==> src/rtl/led_cpu_with_rom.sv <==
// LED sequencer: a tiny ROM-driven CPU that holds each pattern for a programmable
// number of prescaled dwell units, then steps or jumps to the next instruction.
module led_cpu_with_rom #(
    parameter int unsigned FREQ = 0
) (
    input  logic       clk,
    input  logic       rst,
    output logic [7:0] outPattern
);

    logic [7:0]  topAddr;
    logic [7:0]  top_addr_d;

    logic [31:0] presc_q;
    logic [31:0] presc_d;
    logic [6:0]  dwell_q;
    logic [6:0]  dwell_d;

    logic        tick;
    logic        last_unit;
    logic [6:0]  dwell_len;

    logic [23:0] rom_word;
    logic        ins_jmp;
    logic [6:0]  ins_cnt;
    logic [7:0]  ins_pattern;
    logic [7:0]  ins_target;

    // Word layout: {jmp, cnt[6:0], pattern[7:0], target[7:0]}
    function automatic logic [23:0] rom_lookup(input logic [7:0] addr);
        logic [23:0] word;
        case (addr)
            8'h00:   word = {1'b0, 7'd1, 8'hAA, 8'h00};
            8'h01:   word = {1'b0, 7'd2, 8'h55, 8'h00};
            8'h02:   word = {1'b0, 7'd3, 8'hCC, 8'h00};
            8'h03:   word = {1'b0, 7'd1, 8'h33, 8'h00};
            8'h04:   word = {1'b0, 7'd3, 8'hFF, 8'h00};
            8'h05:   word = {1'b0, 7'd2, 8'h00, 8'h00};
            8'h06:   word = {1'b1, 7'd1, 8'h0A, 8'h0A};
            8'h0A:   word = {1'b0, 7'd2, 8'h7F, 8'h00};
            8'h0B:   word = {1'b0, 7'd1, 8'h80, 8'h00};
            8'h0C:   word = {1'b0, 7'd1, 8'hFF, 8'h00};
            8'h0D:   word = {1'b0, 7'd2, 8'h00, 8'h00};
            8'h0E:   word = {1'b0, 7'd3, 8'h11, 8'h00};
            8'h0F:   word = {1'b1, 7'd1, 8'h00, 8'h00};
            default: word = {1'b0, 7'd1, 8'h00, 8'h00};
        endcase
        return word;
    endfunction

    always_comb begin
        rom_word    = rom_lookup(topAddr);
        ins_jmp     = rom_word[23];
        ins_cnt     = rom_word[22:16];
        ins_pattern = rom_word[15:8];
        ins_target  = rom_word[7:0];
    end

    // Pattern is a pure function of the PC, so reset shows address 0x00 at once.
    assign outPattern = ins_pattern;

    always_comb begin
        tick    = (presc_q == FREQ);
        presc_d = tick ? 32'd0 : presc_q + 32'd1;
    end

    // A zero dwell count still occupies one unit.
    always_comb begin
        dwell_len = (ins_cnt == 7'd0) ? 7'd1 : ins_cnt;
        last_unit = (dwell_q == dwell_len - 7'd1);
    end

    always_comb begin
        top_addr_d = topAddr;
        dwell_d    = dwell_q;
        if (tick) begin
            if (last_unit) begin
                top_addr_d = ins_jmp ? ins_target : topAddr + 8'd1;
                dwell_d    = 7'd0;
            end else begin
                dwell_d    = dwell_q + 7'd1;
            end
        end
    end

    always_ff @(posedge clk or negedge rst) begin
        if (!rst) begin
            topAddr <= 8'h00;
            dwell_q <= 7'd0;
            presc_q <= 32'd0;
        end else begin
            topAddr <= top_addr_d;
            dwell_q <= dwell_d;
            presc_q <= presc_d;
        end
    end

endmodule

==> config.mk <==
export PLATFORM = sky130hd
export DESIGN_NAME = led_cpu_with_rom
export DESIGN_NICKNAME = d
export VERILOG_FILES = /design/src/rtl/led_cpu_with_rom.sv
export SDC_FILE = /design/constraint.sdc
export NUM_CORES = 1
export LEC_CHECK = 0
export ABC_AREA = 1
export BUFFER_PORTS_ARGS = -buffer_cell sky130_fd_sc_hd__buf_2
export CORE_UTILIZATION = 60
export DETAILED_ROUTE_END_ITERATION = 6
export PLACE_DENSITY = 0.79
export SKIP_LAST_GASP = 1
export SYNTH_ARGS = -nofsm -noshare
export SYNTH_HDL_FRONTEND = slang
export SYNTH_SLANG_ARGS = --single-unit
export TNS_END_PERCENT = 1
==> constraint.sdc <==
create_clock -name clk -period 5.25 [get_ports clk]
set_clock_uncertainty 0.2 [all_clocks]
set_input_delay 0.2625 -clock clk [delete_from_list [all_inputs] [get_ports clk]]
set_output_delay 0.2625 -clock clk [all_outputs]
set_load 0.01 [all_outputs]
### Word-level counts from Yosys, hierarchy flattened

Memories as Yosys holds them, arrays and structs flattened.
Index checks and enable logic that the tools add are counted.

| storage, ports and cells | value |
|---|---|
| register bits after elaboration | 47 |
| ROM bits | 208 |
| input port bits | 2 |
| output and inout bits | 8 |
| memories | 1 |

Memory list:

| name | words | bits a word | rd ports | clocked after memory_dff | write ports | line | source |
|---|---|---|---|---|---|---|---|
| (no name shown) | 16 | 13 | 1 | 0 | 0 | 32 | `case (addr)` |

| cells by class | value |
|---|---|
| $add $sub $neg | 4 |
| equality and inequality tests | 1 |
| mux-type cells | 5 |
| reduce and logical (&&, ||, !) cells | 4 |

Operators by type and width:

| cell | number |
|---|---|
| $add 32x1->32 const B | 1 |
| $logic_not 32->1 | 1 |
| $mux 32 | 1 |
| $mux 24 | 1 |
| $mux 7 | 2 |
| $add 8x1->8 const B | 1 |
| $mux 8 | 1 |
| $add 7x1->7 const B | 1 |
| $eq 7x7->1 | 1 |
| $logic_not 7->1 | 1 |
| $sub 7x1->7 const B | 1 |
| $logic_not 4->1 | 1 |
| $reduce_and 2->1 | 1 |

### Depth between registers and ports, before layout

| depth | value |
|---|---|
| depth after elaboration | 7 |
| gate-level depth with buffers | 13 |
| depth with buffers taken out | 13 |

### Worst setup path after synthesis

No wires, ideal clock.

| timing path | value |
|---|---|
| kind | reg2out |
| start point | reg topAddr[0] |
| end point | out outPattern[6] |
| data arrival time | 1,482 ps |
| required time | 4,788 ps |
| path slack | 3,306 ps |
| stages on the path, launching flop included | 8 |
| buffers on the path | 1 |
| cell sequence | dfrtp_1 inv_1 ha_1 inv_1 nor2_1 inv_1 a31oi_1 buf_4 |

| on the way | value |
|---|---|
| cells in the longest elaborated chain, start to end | 2 |

RTL lines:

| item | line | source |
|---|---|---|
| start: declaration | 11 | `logic [7:0] topAddr;` |
| start signal: assignment | 92 | `topAddr <= top_addr_d;` |
| $mem_v2 16x13 | n/a |  |
| $mux 24 | 32 |  |
| end: declaration | 8 | `output logic [7:0] outPattern` |

Every way passes these cells.

### Worst setup path in the final report

| timing path | value |
|---|---|
| start point | reg topAddr[0] |
| end point | out outPattern[2] |

Same word-level chain as after synthesis.

==> flow_summary_export.csv <==
group,metric,value,unit
status,outcome,"complete, no violations",
clock_tree,clock_pin_transition_on_the_worst_setup_and_hold_timing_paths,0.08,ns
floorplan,die_extent_in_y,74.7,microns
clock_tree,cts.sinks,47,
finish,area_growth,5.96,%
worst_hold_path,timing.hold.worst.class,"flip-flop to flip-flop",
worst_setup_path,crit_top_cell,"inv_1",
placement,placement.cell_area,3260,sq um
worst_setup_path,path_max_fanout,8,
floorplan,placeable_core_region,5110,sq um
floorplan,floorplan.initialDensity,62.1,%
finish,final_layout_size_suffix_gt1_share,8.52,%
grt,grt_antenna_before_repair,0,
synth,synth-edff-count,0,
sta,fmaxAchievable,427,MHz
clock_tree,cts_buffers,5,
power,power_density,172,nW/um^2
worst_setup_path,cell_by_cell_trace_of_the_critical_path,"inv_1 > ha_1 > nor2_1 > inv_1 > o211ai_1 > a31oi_1 > buf_2",
worst_setup_path,cp.arrival,1.88,ns
routing,ant_nets,0,
floorplan,placementRows,26,
finish,final_core_utilization,65.8,%
placement,portBuffers,9,
routing,vias_per_cell,5.32,
placement,gp_congestion,0.947,
sta,setup_tns_final,0,ns
synth,mappedNetlistNets,443,
synth,synth_top_cells_by_count,"nand2_1, inv_1, nor2_1",
sta,worst_pin_slew,0.999,ns
synth,synth.distinct_cells,32,
floorplan,die_width,74.7,microns
grt,grt.total_usage,25.0,%
synth,cell_area_after_technology_mapping,3170,sq um
grt,grt_pass1_vias,2481,
routing,routed_wirelength,6.33,mm
routing,drt-initial-drc-count,176,
synth,synthesized_area_divided_by_synthesized_cell_count,7.32,sq um
finish,final_design_area_no_fill,3360,sq um
synth,netlist.area_leader.share,37.1,%
routing,drt-pass1-iter-count,4,
grt,grt_overflow_total,0,
routing,drc,0,
worst_setup_path,worst_setup_path_end_kind,"output pin",
grt,wire_length_of_the_first_global_routing_pass,10.5,mm
flow_run,drv.max_cap_violation_count,0,
finish,layout.nets,455,
clock_tree,cts.root.buffer_cell,"clkbuf_8",
grt,grt_max_degree,48,
worst_setup_path,worst_path_largest_cell_delay,0.48,ns
worst_setup_path,reg2reg_setup_slack,3.11,ns
power,ir_drop,0.143,mV
worst_setup_path,critical_path.n_buffers_inverters,3,
sta,timing.final.max_slew_violations,0,
sta,layout_worst_path_cycle_share,44.6,%
sta,grt_setup_unrepaired,"no",
floorplan,design.die.area,5580,sq um
synth,ys_async_sr_fraction,100,%
sta,timing.final.crit_period,2.34,ns
sta,hold_slack,0.283,ns
worst_setup_path,startpoint_type,"flip-flop",
routing,avgRoutedWirePerCell,12.3,microns
worst_setup_path,worstSetupPathType,"flip-flop to output pin",
clock_tree,clock_tree.htree_level_count,2,
placement,detailed_place_hpwl,4.93,mm
synth,yosys.area.top_type,"dfrtp_1",
clock_tree,tritoncts_clock_tree,"yes",
clock_tree,clockBufferDepth,2,
worst_setup_path,critical_path_required,4.79,ns
sta,setup_viol,0,
worst_setup_path,critical-path-top-delay-family,"flip-flops",
synth,synth.yosys.warnings,0,
finish,antennaDiodeCount,0,
synth,seq_area_frac_synth,37.1,%
power,p_leak,1.86,nW
synth,synth_ff_type,"dfrtp_1",
synth,synth_cells,433,
sta,timing_hold_violations_final,0,
sta,timing.max_slew.rel_slack,33.4,%
routing,via_count,2747,
worst_setup_path,slowest_stage,"dfrtp_1",
synth,most_common_cell_in_the_netlist,"nand2_1",
clock_tree,later_pin_clock_latency_in_the_skew_report,0.30,ns
floorplan,design.portCount,10,
synth,ys_ff_latch,47,
synth,synth.area.top_cells,"dfrtp_1, nand2_1, inv_1",
[state kept, by name, summed over array words and instances, names as in the netlist]
signal   count
topAddr      8
dwell_q      7
presc_q     32
[final cells by class]
class                           instances  area, sq um
Fill cell                             447         1750
Inverter                               82          308
Multi-Input combinational cell        299         1650
Clock inverter                          2         12.5
Tap cell                               70         87.6
Sequential cell                        47         1180
Clock buffer                            6         72.6
Timing Repair Buffer                   10         55.1
[worst min-delay path: cells and delay by family (launching register included)]
kind,cells,cell delay [ns]
flops,1,0.36
simple gates,2,0.09
[layer usage]
layer | GRT usage [%] | vias to the layer above | part of all wire (%) | wire length (microns)
li1 | - | 1377 | - | -
met1 | 34.3 | 1297 | 47 | 2990
met2 | 40.8 | 63 | 47 | 2950
met4 | 8.39 | 0 | 1.7 | 110
met5 | 0 | - | 0 | 0
met3 | 4.02 | 10 | 4.3 | 274
[path summary, 6_finish.rpt]
kind                                        start  depth (start not counted)                      to
min                        topAddr[6]$_DFFE_PN0P_                          2  topAddr[6]$_DFFE_PN0P_
min reg2reg                topAddr[6]$_DFFE_PN0P_                          2  topAddr[6]$_DFFE_PN0P_
max reg2reg                topAddr[0]$_DFFE_PN0P_                         10  topAddr[1]$_DFFE_PN0P_
max in group asynchronous                     rst                          2  dwell_q[6]$_DFFE_PN0N_
min in group asynchronous                     rst                          2    presc_q[4]$_DFF_PN0_
max                        topAddr[0]$_DFFE_PN0P_                          7           outPattern[2]
[what timing repair did]
item,4_1_cts,5_1_grt
hold buffers,1,0
endpoints found under the hold margin,47,0
setup buffers,0,0
resized for setup,0,0
[per-stage QoR]
stage	worst slack [ns]	power, mW	instances
final	2.91	0.579	516
after global routing	2.76	0.601	516
after floorplan	3.31	0.369	433
after global placement	3.25	0.376	507
after detailed placement	3.15	0.376	507
after CTS	2.94	0.587	516
[power breakdown]
group	switching (mW)	internal, mW	total, mW	leakage, nW
Combinational	0.00656	0.000734	0.00730	1.17
Sequential	0	0.362	0.362	0.652
Clock	0.117	0.0931	0.210	0.0412
Total	0.123	0.456	0.579	1.86
[layout by cell type, fill, tap and decap left out]
master	count
nand2_1	103
inv_1	81
nor2_1	55
dfrtp_1	47
xor2_1	31
nand3_1	23
nand4_1	20
nor3_1	13
buf_2	9
ha_1	8
nor4_1	7
o21ai_0	6
nor3_2	6
nor2_4	5
clkbuf_8	5
xnor2_1	4
nand2_2	3
a21oi_1	2
nor2_2	2
o211ai_1	1
a31oi_1	1
and3_1	1
nand4_2	1
o21ai_1	1
nand3b_1	1
o21bai_1	1
nand3_2	1
inv_2	1
nor2_8	1
nand2_4	1
nand3_4	1
clkinv_2	1
clkbuf_1	1
clkinvlp_4	1
dlygate4sd3_1	1
[cell families (layout without fill, tap and decap cells)]
group                      after synthesis  after routing  synth area share [%]
AOI/OAI and AO/OA                       12             12                  2.09
xor gates and xnor gates                35             35                  9.67
adders and majority gates                8              8                  3.16
buffers and inverters                   87            100                  10.9
DFF                                     47             47                  37.1
and+or+nand+nor                        244            244                  37.1
No activity file was read; power rests on OpenSTA's default activity.
